===== src/rtl/wishbone_arbiter_2m.sv =====
// Two-master / one-slave Wishbone classic arbiter: round-robin grant, CYC lock,
// and a watchdog that aborts a stalled strobe with a one-cycle error to the owner.
module wishbone_arbiter_2m #(
  parameter int unsigned ADDR_W         = 32,
  parameter int unsigned DATA_W         = 64,
  parameter int unsigned TIMEOUT_CYCLES = 1024
) (
  input  logic              clk_i,
  input  logic              rst_i,
  input  logic              m0_cyc_i,
  input  logic              m0_stb_i,
  input  logic              m0_we_i,
  input  logic [ADDR_W-1:0] m0_addr_i,
  input  logic [DATA_W-1:0] m0_data_i,
  output logic [DATA_W-1:0] m0_data_o,
  output logic              m0_ack_o,
  output logic              m0_err_o,
  input  logic              m1_cyc_i,
  input  logic              m1_stb_i,
  input  logic              m1_we_i,
  input  logic [ADDR_W-1:0] m1_addr_i,
  input  logic [DATA_W-1:0] m1_data_i,
  output logic [DATA_W-1:0] m1_data_o,
  output logic              m1_ack_o,
  output logic              m1_err_o,
  output logic              s_cyc_o,
  output logic              s_stb_o,
  output logic              s_we_o,
  output logic [ADDR_W-1:0] s_addr_o,
  output logic [DATA_W-1:0] s_data_o,
  input  logic [DATA_W-1:0] s_data_i,
  input  logic              s_ack_i,
  output logic [1:0]        gnt_o
);

  localparam bit          WD_EN = (TIMEOUT_CYCLES != 0);
  localparam int unsigned CNT_W = WD_EN ? $clog2(TIMEOUT_CYCLES + 1) : 1;
  localparam logic [CNT_W-1:0] CNT_LAST =
    CNT_W'(WD_EN ? (TIMEOUT_CYCLES - 32'd1) : 32'd0);

  typedef enum logic [1:0] {
    ST_IDLE  = 2'd0,
    ST_OWN   = 2'd1,
    ST_ABORT = 2'd2
  } state_e;

  state_e           state_q;
  logic [1:0]       gnt_q;
  logic             last_q;   // index of the previous owner
  logic [CNT_W-1:0] cnt_q;
  logic [1:0]       err_q;

  logic              own_c;
  logic              sel1_c;
  logic              own_cyc_c;
  logic              own_stb_c;
  logic              own_we_c;
  logic [ADDR_W-1:0] own_addr_c;
  logic [DATA_W-1:0] own_data_c;
  logic              timeout_c;

  // Owner-selected request lines; slave side is only driven while in OWN.
  always_comb begin
    own_c      = (state_q == ST_OWN);
    sel1_c     = gnt_q[1];
    own_cyc_c  = sel1_c ? m1_cyc_i  : m0_cyc_i;
    own_stb_c  = sel1_c ? m1_stb_i  : m0_stb_i;
    own_we_c   = sel1_c ? m1_we_i   : m0_we_i;
    own_addr_c = sel1_c ? m1_addr_i : m0_addr_i;
    own_data_c = sel1_c ? m1_data_i : m0_data_i;

    s_cyc_o  = own_c & own_cyc_c;
    s_stb_o  = own_c & own_cyc_c & own_stb_c;
    s_we_o   = own_c & own_cyc_c & own_we_c;
    s_addr_o = own_c ? own_addr_c : '0;
    s_data_o = own_c ? own_data_c : '0;

    m0_ack_o  = s_ack_i & s_stb_o & gnt_q[0];
    m1_ack_o  = s_ack_i & s_stb_o & gnt_q[1];
    m0_data_o = (own_c && gnt_q[0]) ? s_data_i : '0;
    m1_data_o = (own_c && gnt_q[1]) ? s_data_i : '0;
    m0_err_o  = err_q[0];
    m1_err_o  = err_q[1];
    gnt_o     = gnt_q;

    // An ack in the expiring cycle wins over the timeout.
    timeout_c = WD_EN && s_stb_o && !s_ack_i && (cnt_q == CNT_LAST);
  end

  always_ff @(posedge clk_i or posedge rst_i) begin
    if (rst_i) begin
      state_q <= ST_IDLE;
      gnt_q   <= 2'b00;
      last_q  <= 1'b1;
      cnt_q   <= '0;
      err_q   <= 2'b00;
    end else begin
      err_q <= 2'b00;
      unique case (state_q)
        ST_IDLE: begin
          cnt_q <= '0;
          if (m0_cyc_i && (!m1_cyc_i || last_q)) begin
            gnt_q   <= 2'b01;
            state_q <= ST_OWN;
          end else if (m1_cyc_i) begin
            gnt_q   <= 2'b10;
            state_q <= ST_OWN;
          end
        end
        ST_OWN: begin
          if (!own_cyc_c) begin
            state_q <= ST_IDLE;
            gnt_q   <= 2'b00;
            last_q  <= sel1_c;
            cnt_q   <= '0;
          end else if (timeout_c) begin
            state_q <= ST_ABORT;
            err_q   <= gnt_q;
            cnt_q   <= '0;
          end else if (WD_EN && s_stb_o && !s_ack_i) begin
            cnt_q <= cnt_q + CNT_W'(1);
          end else begin
            cnt_q <= '0;
          end
        end
        ST_ABORT: begin
          if (!own_cyc_c) begin
            state_q <= ST_IDLE;
            gnt_q   <= 2'b00;
            last_q  <= sel1_c;
          end
        end
        default: begin
          state_q <= ST_IDLE;
          gnt_q   <= 2'b00;
          cnt_q   <= '0;
        end
      endcase
    end
  end

endmodule


===== config.mk =====
export PLATFORM = sky130hd
export DESIGN_NAME = wishbone_arbiter_2m
export DESIGN_NICKNAME = d
export VERILOG_FILES = /design/src/rtl/wishbone_arbiter_2m.sv
export SDC_FILE = /design/constraint.sdc
export NUM_CORES = 1
export LEC_CHECK = 0
export ABC_AREA = 1
export CORE_AREA = 2 2 195 197
export DETAILED_ROUTE_END_ITERATION = 16
export DIE_AREA = 0 0 197 199
export PLACE_DENSITY_LB_ADDON = 0.15
export SLEW_MARGIN = 20
export SYNTH_ARGS = -nofsm -noshare
export SYNTH_HDL_FRONTEND = slang
export SYNTH_SLANG_ARGS = --single-unit

===== constraint.sdc =====
create_clock -name clk_i -period 3.02 [get_ports clk_i]
set_input_delay 0.302 -clock clk_i [delete_from_list [all_inputs] [get_ports clk_i]]
set_output_delay 0.302 -clock clk_i [all_outputs]
set_load 0.05 [all_outputs]

== Word level (Yosys, flattened, before mapping) ==
Cells that the tools add are included.

* $add $sub $neg: 1
* Multipliers: 0
* Divide/modulo/power cells: 0
* $lt $le $gt $ge: 0
* Equal/unequal tests: 7
* Shifts and indexed selects: 0
* Muxes and demuxes: 25
* Bitwise logic cells: 7
* Reductions and logical operators: 13

{| class="wikitable"
|+ Operators with widths
! cell !! number
|-
| 64-bit two-way mux || 4
|-
| 32-bit two-way mux || 2
|-
| 11-bit two-way mux || 3
|-
| 11-bit case mux with 2 select lines || 1
|-
| 2-bit two-way mux || 10
|-
| 11-bit by 1-bit adder with 11-bit output, second input constant || 1
|-
| 11-bit by 10-bit == test with 1-bit output, second input constant || 1
|-
| 1-bit AND || 6
|-
| 2-bit case mux with 3 select lines || 1
|-
| 1-bit logical AND || 5
|-
| 2-bit != test, second input constant || 2
|-
| 2-bit case mux with 2 select lines || 1
|-
| 2-bit AND reduction || 2
|-
| 1-bit two-way mux || 3
|-
| 3-bit by 2-bit != test with 1-bit output, second input constant || 1
|-
| 3-bit != test, second input constant || 1
|-
| 3-bit AND reduction || 1
|-
| 2-bit by 1-bit == test with 1-bit output, second input constant || 1
|-
| 2-bit == test, second input constant || 1
|-
| 1-bit logical NOT || 2
|-
| 2-bit logical NOT || 1
|-
| 2-bit OR reduction || 1
|-
| 1-bit logical OR || 1
|-
| 1-bit NOT || 1
|}

* Bits in registers: 18
* Latch bits: 0
* Bits in writable memories: 0
* ROM bits: 0
* Input port bits: 265
* Output and inout port bits: 233
* Memories kept: 0

== Logic depth before layout (Yosys ltp) ==
Gate-level depths: netlist (run 1).

* Depth after elaboration: 8
* Gate-level depth with buffers: 10

== Worst setup path before layout (run 1) ==
Ideal clock, no wire load.

* Kind: reg2out
* Start point: register gnt_q[1] (netlist: gnt_o[1])
* End point: output port m0_ack_o
* Arrival time: 2.385 ns
* Data required time: 2.718 ns
* Setup slack: 0.333 ns
* Cell stages (with the launch flop): 8
* Cells stage by stage: dfrtp_1 > buf_4 > nand2_4 > nand2_4 > nand2_4 > nor2_2 > nand2_1 > nor2_1

* Longest elaborated chain between the ends: 5
* Elaborated cells on any way between the ends: 6
* Classes of those cells: 2 x mux; 4 x bitwise

{| class="wikitable"
|+ Ends and longest elaborated chain
! element !! line !! source
|-
| from (decl) || 48 || <nowiki>logic [1:0] gnt_q;</nowiki>
|-
| from (signal assigned) || 93 || <nowiki>gnt_q <= 2'b00;</nowiki>
|-
| from (signal assigned) || 103 || <nowiki>gnt_q <= 2'b01;</nowiki>
|-
| from (signal assigned) || 106 || <nowiki>gnt_q <= 2'b10;</nowiki>
|-
| 1-bit two-way mux || 66 || <nowiki>own_cyc_c = sel1_c ? m1_cyc_i : m0_cyc_i;</nowiki>
|-
| 1-bit AND || 73 || <nowiki>s_stb_o = own_c & own_cyc_c & own_stb_c;</nowiki>
|-
| 1-bit AND * || 73 ||
|-
| net s_stb_o || 27 || <nowiki>output logic s_stb_o,</nowiki>
|-
| 1-bit AND * (2 in a row) || 78 || <nowiki>m0_ack_o = s_ack_i & s_stb_o & gnt_q[0];</nowiki>
|-
| to (decl) || 16 || <nowiki>output logic m0_ack_o,</nowiki>
|}

The timed path passes the listed nets; every way through them passes the cells marked *.

== Final worst setup path (run 1) ==
* Start point: register state_q[1]
* End point: output port m1_data_o[52]

* Longest elaborated chain between the ends: 3

{| class="wikitable"
|+ Ends and longest elaborated chain
! element !! line !! source
|-
| from (decl) || 47 || <nowiki>state_e state_q;</nowiki>
|-
| from (signal assigned) || 92 || <nowiki>state_q <= ST_IDLE;</nowiki>
|-
| from (signal assigned) || 104 || <nowiki>state_q <= ST_OWN;</nowiki>
|-
| from (signal assigned) || 107 || <nowiki>state_q <= ST_OWN;</nowiki>
|-
| 2-bit by 1-bit == test with 1-bit output || 64 || <nowiki>own_c = (state_q == ST_OWN);</nowiki>
|-
| 1-bit logical AND || 81 || <nowiki>m1_data_o = (own_c && gnt_q[1]) ? s_data_i : '0;</nowiki>
|-
| 64-bit two-way mux || 81 ||
|-
| to (decl) || 23 || <nowiki>output logic [DATA_W-1:0] m1_data_o,</nowiki>
|}

Every way passes these cells.

==> results.cfg, run 1 <==
[pwr]
irDropWorstVdd_v = 0.0004445
sw_frac_of_total_pct = 65.89
p_per_area_mw_per_mm2 = 933.8
cellLeakagePower_nw = 4.216
pwr-share-clk_pct = 3.3
p_int_mw = 2.865
switching_power_mw = 5.534
seqPwrFrac_pct = 4.0
power_frac_comb_pct = 92.7

[worst_setup_path]
setup.worst_path.end_class = output pin
critPathSlowestCell = dfrtp_1
critPathBufInv = 3
crit_chain = inv_1 > ha_2 > nand2_2 > buf_4 > nor2_1 > buf_12
worstPathRequired_ps = 2720
regToRegSetupSlack_ps = 1280
cp_top_family = simple AND/OR/NAND/NOR gates
startpoint_type = register
crit_path_max_fanout = 24
cp_slowest_stage_delay_ps = 400
crit-reg2reg-launch = state_q[1]$_DFFE_PP0P_
critical_path_arrival_ps = 2240
crit_start = state_q[1]$_DFFE_PP0P_
crit_type = reg2out

[hold_path]
hold_path.class = reg2reg
worstHoldStart = last_q$_DFFE_PP1P_

[synth]
syn_area_sq_mm = 0.003179
synthDistinctLibCells = 26
yosysTopAreaCellShare_pct = 39.79
synth_compound_area_share_pct = 17.71
syn_inst = 664
synthXorXnorAreaFrac_pct = 1.928
avgSynthCellArea_sq_um = 4.788
synthAdderAreaFrac_pct = 1.574
yosys-mux-area-fraction_pct = 0
synth_simple_gate_area_share_pct = 49.08
ys_warn_count = 0
yosysSeqAreaShare_pct = 14.21
synth_nets = 933
ys_top_cells_by_area = nor2_1 40%, o21ai_0 15%, dfrtp_1 13%, inv_1 9.4%, clkbuf_1 4.1%
ys_ff_latch = 18
synth_top_family_by_area = simple AND/OR/NAND/NOR gates
netlist.top_cell.by_area = nor2_1

[cts]
cts_resized = 0
cts_tree = yes
cts_made_buffers = 3
clock_sinks = 18
path_clk_slew_ps = 60
cts_setup_buffers = 0
cts_htree_levels = 1
cts_hold_buffers = 0
root_buffer = clkbuf_16
clk_latency_ps = 250
cts_buffer_depth = 2

[final_layout]
stdcell_area_sq_mm = 0.008995
syn_to_final_growth_pct = 182.9
fill_cells = 4218
postLayoutCoreUtil_pct = 24.22
drive_above_1_share_pct = 22.61
nets = 1398

[run]
cap_violations = 0

[die]
ios = 498
die_area_sq_mm = 0.03920
rows = 71
core_sq_mm = 0.03713
die_h_um = 199
start_util_pct = 8.562
die_w_um = 197

[global_routing]
antenna_found_initial = 1
grt_pass1_vias = 5513
grt_first_pass_wirelength_um = 36190
grt_max_degree = 99
track_usage_pct = 12.16
overflow = 0

[place]
io_buffers = 497
place_area_sq_mm = 0.008914
place_congestion = 0.8643
dpl.hpwl_um = 21490

[routing]
wl_per_cell_um = 16.09
drt_wl_total_um = 25800
drt_iter0_markers = 163
final_antenna_net_count = 0
first_pass_iters = 4
vias = 5648
vias_per_cell = 3.523
drc_errors = 0

[timing]
final.setup_skew_ps = 1.763
fin_tns_setup_ps = 0
maxSlewHeadroom_pct = 48.63
rsz0062_at_grt = no
timing.final.crit_share_pct = 84.19
max_freq_mhz = 393.3
slew_viol_final = 0
hold_viol_final = 0
period_minus_slack_ps = 2542
worstMarginPinSlew_ps = 769.6
finalSetupViolCount = 0

[outcome]
status = complete, no violations
## path summary, 6_finish.rpt
path	depth (start not counted)	end
worst max-delay path	6	m1_data_o[52]
worst min-delay path	2	last_q$_DFFE_PP1P_
worst max register to register	5	err_q[0]$_DFF_PP0_
worst min register to register	2	last_q$_DFFE_PP1P_
max in group asynchronous	2	gnt_o[1]$_DFFE_PP0P_
min in group asynchronous	2	err_q[0]$_DFF_PP0_
## cell usage in the layout (no fill, tap or decap), types with 3 or more instances in the layout
cell type / instances
nor2_1: 337
clkdlybuf4s50_1: 269
buf_4: 171
o21ai_0: 95
inv_1: 79
buf_12: 67
nand2_1: 33
dfrtp_1: 16
nand3_1: 13
a21oi_1: 7
o21ai_1: 7
xor2_1: 5
nand2_4: 3
ha_1: 3
clkbuf_16: 3
## kinds of logic after synthesis
kind of cell | after synthesis
adder cells (fa/ha/maj) | 4
flip-flops | 18
XOR/XNOR | 7
AND/OR/NAND/NOR | 396
buffers and inverters | 128
AO/OA/AOI/OAI | 111
## power by group through the flow
stage / Sequential (mW) / Combinational [mW] / Clock, mW
6_report: 0.335 / 7.79 / 0.277
5_1_grt: 0.343 / 8.22 / 0.291
4_1_cts: 0.338 / 7.89 / 0.288
3_5_place_dp: 0.342 / 7.87 / 0
3_3_place_gp: 0.341 / 7.88 / 0
2_1_floorplan: 0.352 / 4.87 / 0
## metrics by stage
step / hold WS (ps) / power [mW] / std cells / worst slack [ps]
floorplan: 239.8 / 5.225 / 664 / 332.7
global placement: 482.8 / 8.220 / 1598 / 750.9
detailed placement: 492.9 / 8.213 / 1598 / 706.1
CTS: 501.4 / 8.511 / 1602 / 434.3
global route: 519.2 / 8.853 / 1603 / 278.0
finish: 502.2 / 8.399 / 1603 / 477.6
## final cells by class
type	count	area (sq um)	area share (%)
Antenna cell	1	2.502	0.02782
Tap cell	474	593.1	6.593
Sequential cell	18	455.4	5.063
Inverter	81	305.3	3.394
Clock buffer	4	78.83	0.8763
Timing Repair Buffer	507	5318	59.12
Multi-Input combinational cell	518	2242	24.93
## Yosys cell counts
cell / instances
nor3b_2: 1
nor3_4: 1
nor2_1: 337
a21oi_2: 1
a21oi_1: 7
clkinv_1: 1
o21ai_1: 7
clkbuf_1: 35
nor2_2: 1
nand2_1: 35
o21ai_0: 95
buf_1: 6
buf_4: 2
nand4_1: 2
nor3_1: 2
dfstp_2: 1
xor2_1: 5
o21ai_2: 1
dfrtp_1: 17
nand2_4: 3
inv_1: 80
nand3_1: 13
nand3b_1: 1
buf_2: 4
ha_1: 4
xnor2_1: 2
## routing by layer
layer	vias up	track usage (%)	wire length (um)
li1	2935	-	-
met4	0	1.615	263
met1	2501	13.86	9808
met3	14	1.916	1365
met2	198	24.09	14360
met5	-	0	0
## tightest hold or removal path: cells and delay by family (launching register included)
family,cells,cell delay [ps]
AO/OA/AOI/OAI,1,80
AND/OR/NAND/NOR,1,50
flip-flops,1,360
## flip-flops by register name, indices dropped and copies added (netlist names)
name     flops
gnt_o        2
err_q        2
last_q       1
cnt_q       11
state_q      2
Power figures use the tool's default switching activity.
==> inputs of run 2 (changes only) <==
CORE_AREA = 2 2 192 194   (was 2 2 195 197)
DIE_AREA = 0 0 194 196   (was 0 0 197 199)
clock period = 2.6 ns   (was 3.02 ns; I/O delays follow)
==> run 2 against run 1 <==
Net effect: combinational power grew 23%; clock power rose by 21%; final cell count down 0.50%; die area fell by 3.0%; count of clock-buffer cells in the layout unchanged; critical path depth stayed put; sequential share of layout area decreased by 0.41 points; power up 23%.
==> results.cfg, run 2 (synthesis results as in run 1) <==
[outcome]
status = complete, no violations

[routing]
wl_per_cell_um = 16.93
wl_met3_um = 1622
vias_per_cell = 3.547
first_pass_iters = 5
vias = 5658
highest_layer = met4
route.met2.wl_um = 14590
m1WireLength_um = 10290
drt_iter0_markers = 260
final_antenna_net_count = 0
drt_wl_total_um = 27000
drc_errors = 0

[pwr]
irDropWorstVdd_v = 0.0007807
p_per_area_mw_per_mm2 = 1051
report.power.total_mw = 10.30
cellLeakagePower_nw = 4.399

[cts]
root_buffer = clkbuf_16
cts_resized = 0
cts_tree = yes
clock_sinks = 18
cts_buffer_depth = 2
cts_htree_levels = 1
path_clk_slew_ps = 50
clk_latency_ps = 240
cts_made_buffers = 3
cts_hold_buffers = 0
cts_setup_buffers = 0

[final_layout]
drive_above_1_share_pct = 22.67
layout_common_cells = 337 x nor2_1, 267 x clkdlybuf4s50_1, 132 x buf_12
top_register = cnt_q
syn_to_final_growth_pct = 208.1
final_common_cell = nor2_1
nets = 1395
postLayoutCoreUtil_pct = 27.15
largest_register_ffs = 11

[timing]
finalSetupViolCount = 0
max_freq_mhz = 430.9
slew_viol_final = 0
whs_ps = 457.4
timing.final.crit_share_pct = 89.26
maxSlewHeadroom_pct = 46.47
period_minus_slack_ps = 2321
final.setup.worst_slack_ps = 279.1
hold_viol_final = 0
worstMarginPinSlew_ps = 803.0
final.setup_skew_ps = 0.7745
rsz0062_at_grt = no

[run]
cap_violations = 0

[global_routing]
track_usage_pct = 13.41
overflow = 0
antenna_found_initial = 2
grt_first_pass_wirelength_um = 39040
grt_pass1_vias = 5552
grt_max_degree = 101

[die]
die_h_um = 196
start_util_pct = 8.811
die_w_um = 194
core_sq_mm = 0.03608
ios = 498
die_area_sq_mm = 0.03802
rows = 70

[worst_setup_path]
crit-reg2reg-launch = state_q[0]$_DFFE_PP0P_
regToRegSetupSlack_ps = 840
critical_path_arrival_ps = 2060
worstPathRequired_ps = 2340
r2r_cells = 6
crit_type = reg2out
setup.worst_path.end_class = output pin
timing.rr.end = cnt_q[5]$_DFFE_PP0N_
crit_path_max_fanout = 65
startpoint_type = register

[place]
dp_slack_ps = 540.4
io_buffers = 497
place_congestion = 0.8379
dpl.hpwl_um = 22360

[hold_path]
hold_path.class = in2async
-- run 2: cell count changes in the layout (fill, tap and decap cells not counted), sizes merged --
cell / change
diode: +1
buf: -1
clkdlybuf4s50: -2
-- run 2: routing by layer --
metal,vias up,track usage [%]
li1,2930,-
met1,2476,15.47
met2,226,25.43
met3,26,2.733
met4,0,2.666
met5,-,0
-- run 2: per-stage QoR --
stage                     cells  area [sq um]  TNS, ps
after floorplan             664          3179   -90.53
after global placement     1589          9702        0
after detailed placement   1589          9702        0
after CTS                  1593          9791        0
after global routing       1595          9796        0
final                      1595          9796        0
-- run 2: worst max path at each step --
stage	startpoint	end	slack, ps	depth (start not counted)
3_5_place_dp	state_q[1]$_DFFE_PP0P_	m0_data_o[29]	540	6
6_report	state_q[1]$_DFFE_PP0P_	m0_data_o[29]	280	6
2_1_floorplan	gnt_o[1]$_DFFE_PP0P_	m0_ack_o	-50	7
5_1_grt	state_q[1]$_DFFE_PP0P_	m0_data_o[1]	140	6
4_1_cts	state_q[1]$_DFFE_PP0P_	m0_data_o[29]	270	6
3_3_place_gp	m1_cyc_i	m0_ack_o	540	8
-- run 2: worst max-delay path, cell delays in order, from the launching register on --
cell     delay [ps]
dfrtp_1         370
inv_1            90
ha_4            230
nand2_2          70
buf_4           550
nor2_1          180
buf_12          200
-- run 2: area by class of cell --
type | instances | area, sq um
flip-flops and latches | 18 | 455.4
well taps | 468 | 585.6
inverters | 81 | 305.3
fillers | 3967 | 26290
diodes | 2 | 5.005
repair buffers | 504 | 6103
clock buffers | 4 | 88.84
multi-input cells | 518 | 2252
-- run 2: where the power goes --
group / switching (mW) / leakage (nW) / internal, mW
Clock: 0.101 / 0.0442 / 0.234
Sequential: 0.0553 / 0.241 / 0.335
Combinational: 6.45 / 4.11 / 3.12
==> inputs of run 3 (changes only) <==
MAX_ROUTING_LAYER = met4   (was not set)
==> run 3 against run 2 <==
Net effect: core utilization did not move; sequential power barely moved; hold slack about the same; wire length about the same; via count shrank 0.41%; global-route usage grew 0.42 points; flip-flop and latch count is the same; largest power group unchanged.
==> results.cfg, run 3 (synthesis results as in run 1) <==
[outcome]
status = complete, no violations

[die]
die_h_um = 196
rows = 70
start_util_pct = 8.811
die_area_sq_mm = 0.03802
core_sq_mm = 0.03608
ios = 498
die_w_um = 194

[cts]
cts_tree = yes
cts_hold_buffers = 0
cts_htree_levels = 1
clock_sinks = 18
cts_resized = 0
cts_buffer_depth = 2
clk_latency_ps = 250
cts_made_buffers = 3
root_buffer = clkbuf_16
cts_setup_buffers = 0
path_clk_slew_ps = 50

[final_layout]
top_register = cnt_q
largest_register_ffs = 11
drive_above_1_share_pct = 22.67
layout_common_cells = 337 x nor2_1, 267 x clkdlybuf4s50_1, 132 x buf_12
layout.cells.non_filler = 1595
syn_to_final_growth_pct = 208.1
nets = 1395
final_common_cell = nor2_1

[routing]
drt_wl_total_um = 26990
wl_met3_um = 1569
drc_errors = 0
drt_iter0_markers = 241
vias = 5635
final_antenna_net_count = 0
vias_per_cell = 3.533
wl_per_cell_um = 16.92
route.met2.wl_um = 14600
m1WireLength_um = 10400
first_pass_iters = 4
highest_layer = met4

[place]
dp.cells = 1589
io_buffers = 497
dpl.hpwl_um = 22360
place_congestion = 0.8509

[worst_setup_path]
crit_type = reg2out
regToRegSetupSlack_ps = 840
critPathSlowestCell = buf_4
crit_path_max_fanout = 65
timing.rr.end = cnt_q[5]$_DFFE_PP0N_
worstPathRequired_ps = 2340
r2r_cells = 6
crit_start = state_q[1]$_DFFE_PP0P_
critical_path_arrival_ps = 2050
startpoint_type = register
crit_end = m0_data_o[29]
crit-reg2reg-launch = state_q[0]$_DFFE_PP0P_
crit_chain = inv_1 > ha_4 > nand2_2 > buf_4 > nor2_1 > buf_12
setup.worst_path.end_class = output pin
cp_slowest_stage_delay_ps = 540

[timing]
period_minus_slack_ps = 2309
slew_viol_final = 0
hold_viol_final = 0
timing.final.crit_share_pct = 88.82
rsz0062_at_grt = no
maxSlewHeadroom_pct = 47.10
max_freq_mhz = 433.0
finalSetupViolCount = 0
worstMarginPinSlew_ps = 793.5
fin_tns_setup_ps = 0
final.setup_skew_ps = 1.506

[pwr]
cellLeakagePower_nw = 4.399
report.power.total_mw = 10.29
irDropWorstVdd_v = 0.0007825
p_per_area_mw_per_mm2 = 1050

[hold_path]
hold_path.class = in2async

[global_routing]
grt_pass1_vias = 5533
antenna_found_initial = 2
grt_max_degree = 101
overflow = 0
track_usage_pct = 13.83
grt_first_pass_wirelength_um = 39050

[run]
cap_violations = 0
run 3: final cells by class:
class                      instances  area, sq um
fill                            3967        26290
timing repair buffer             504         6103
multi-input combinational        518         2252
tap                              468        585.6
sequential                        18        455.4
inverter                          81        305.3
clock buffer                       4        88.84
antenna                            2        5.005
run 3: critical path: cells and delay by family, from the launching register on:
kind	cells	cell delay, ps
fa+ha+maj	1	230
buf+inv	3	830
flops	1	370
simple gates	2	250
run 3: per-layer routing:
metal	global-route usage, %	up-vias
met5	-	-
met1	15.60	2469
met3	2.682	24
li1	-	2933
met2	25.40	209
met4	2.637	0
run 3: power breakdown:
| part | switching, mW | total, mW | leakage, nW | internal (mW) |
|---|---|---|---|---|
| clock | 0.103 | 0.337 | 0.0442 | 0.234 |
| sequential | 0.0549 | 0.389 | 0.241 | 0.334 |
| combinational | 6.44 | 9.56 | 4.11 | 3.12 |
| total | 6.60 | 10.3 | 4.40 | 3.69 |
run 3: per-stage QoR:
| step | cell area [sq um] | utilization (%) | setup slack, ps | hold WS, ps |
|---|---|---|---|---|
| 2_1_floorplan | 3179 | - | -45.27 | 197.8 |
| 3_3_place_gp | 9702 | 26.89 | 541.5 | 482.0 |
| 3_5_place_dp | 9702 | 26.89 | 540.4 | 482.1 |
| 4_1_cts | 9791 | 27.13 | 273.1 | 490.5 |
| 5_1_grt | 9796 | 27.15 | 140.9 | 503.9 |
| 6_report | 9796 | 27.15 | 290.6 | 457.7 |
run 3: how the worst min path moves through the flow:
stage	startpoint	endpoint	slack (ps)	cells after the start
after floorplan	rst_i	cnt_q[0]$_DFFE_PP0N_	200	1
after global placement	last_q$_DFFE_PP1P_	last_q$_DFFE_PP1P_	480	2
after detailed placement	last_q$_DFFE_PP1P_	last_q$_DFFE_PP1P_	480	2
after CTS	last_q$_DFFE_PP1P_	last_q$_DFFE_PP1P_	490	2
after global routing	last_q$_DFFE_PP1P_	last_q$_DFFE_PP1P_	500	2
final	rst_i	cnt_q[7]$_DFFE_PP0N_	460	2
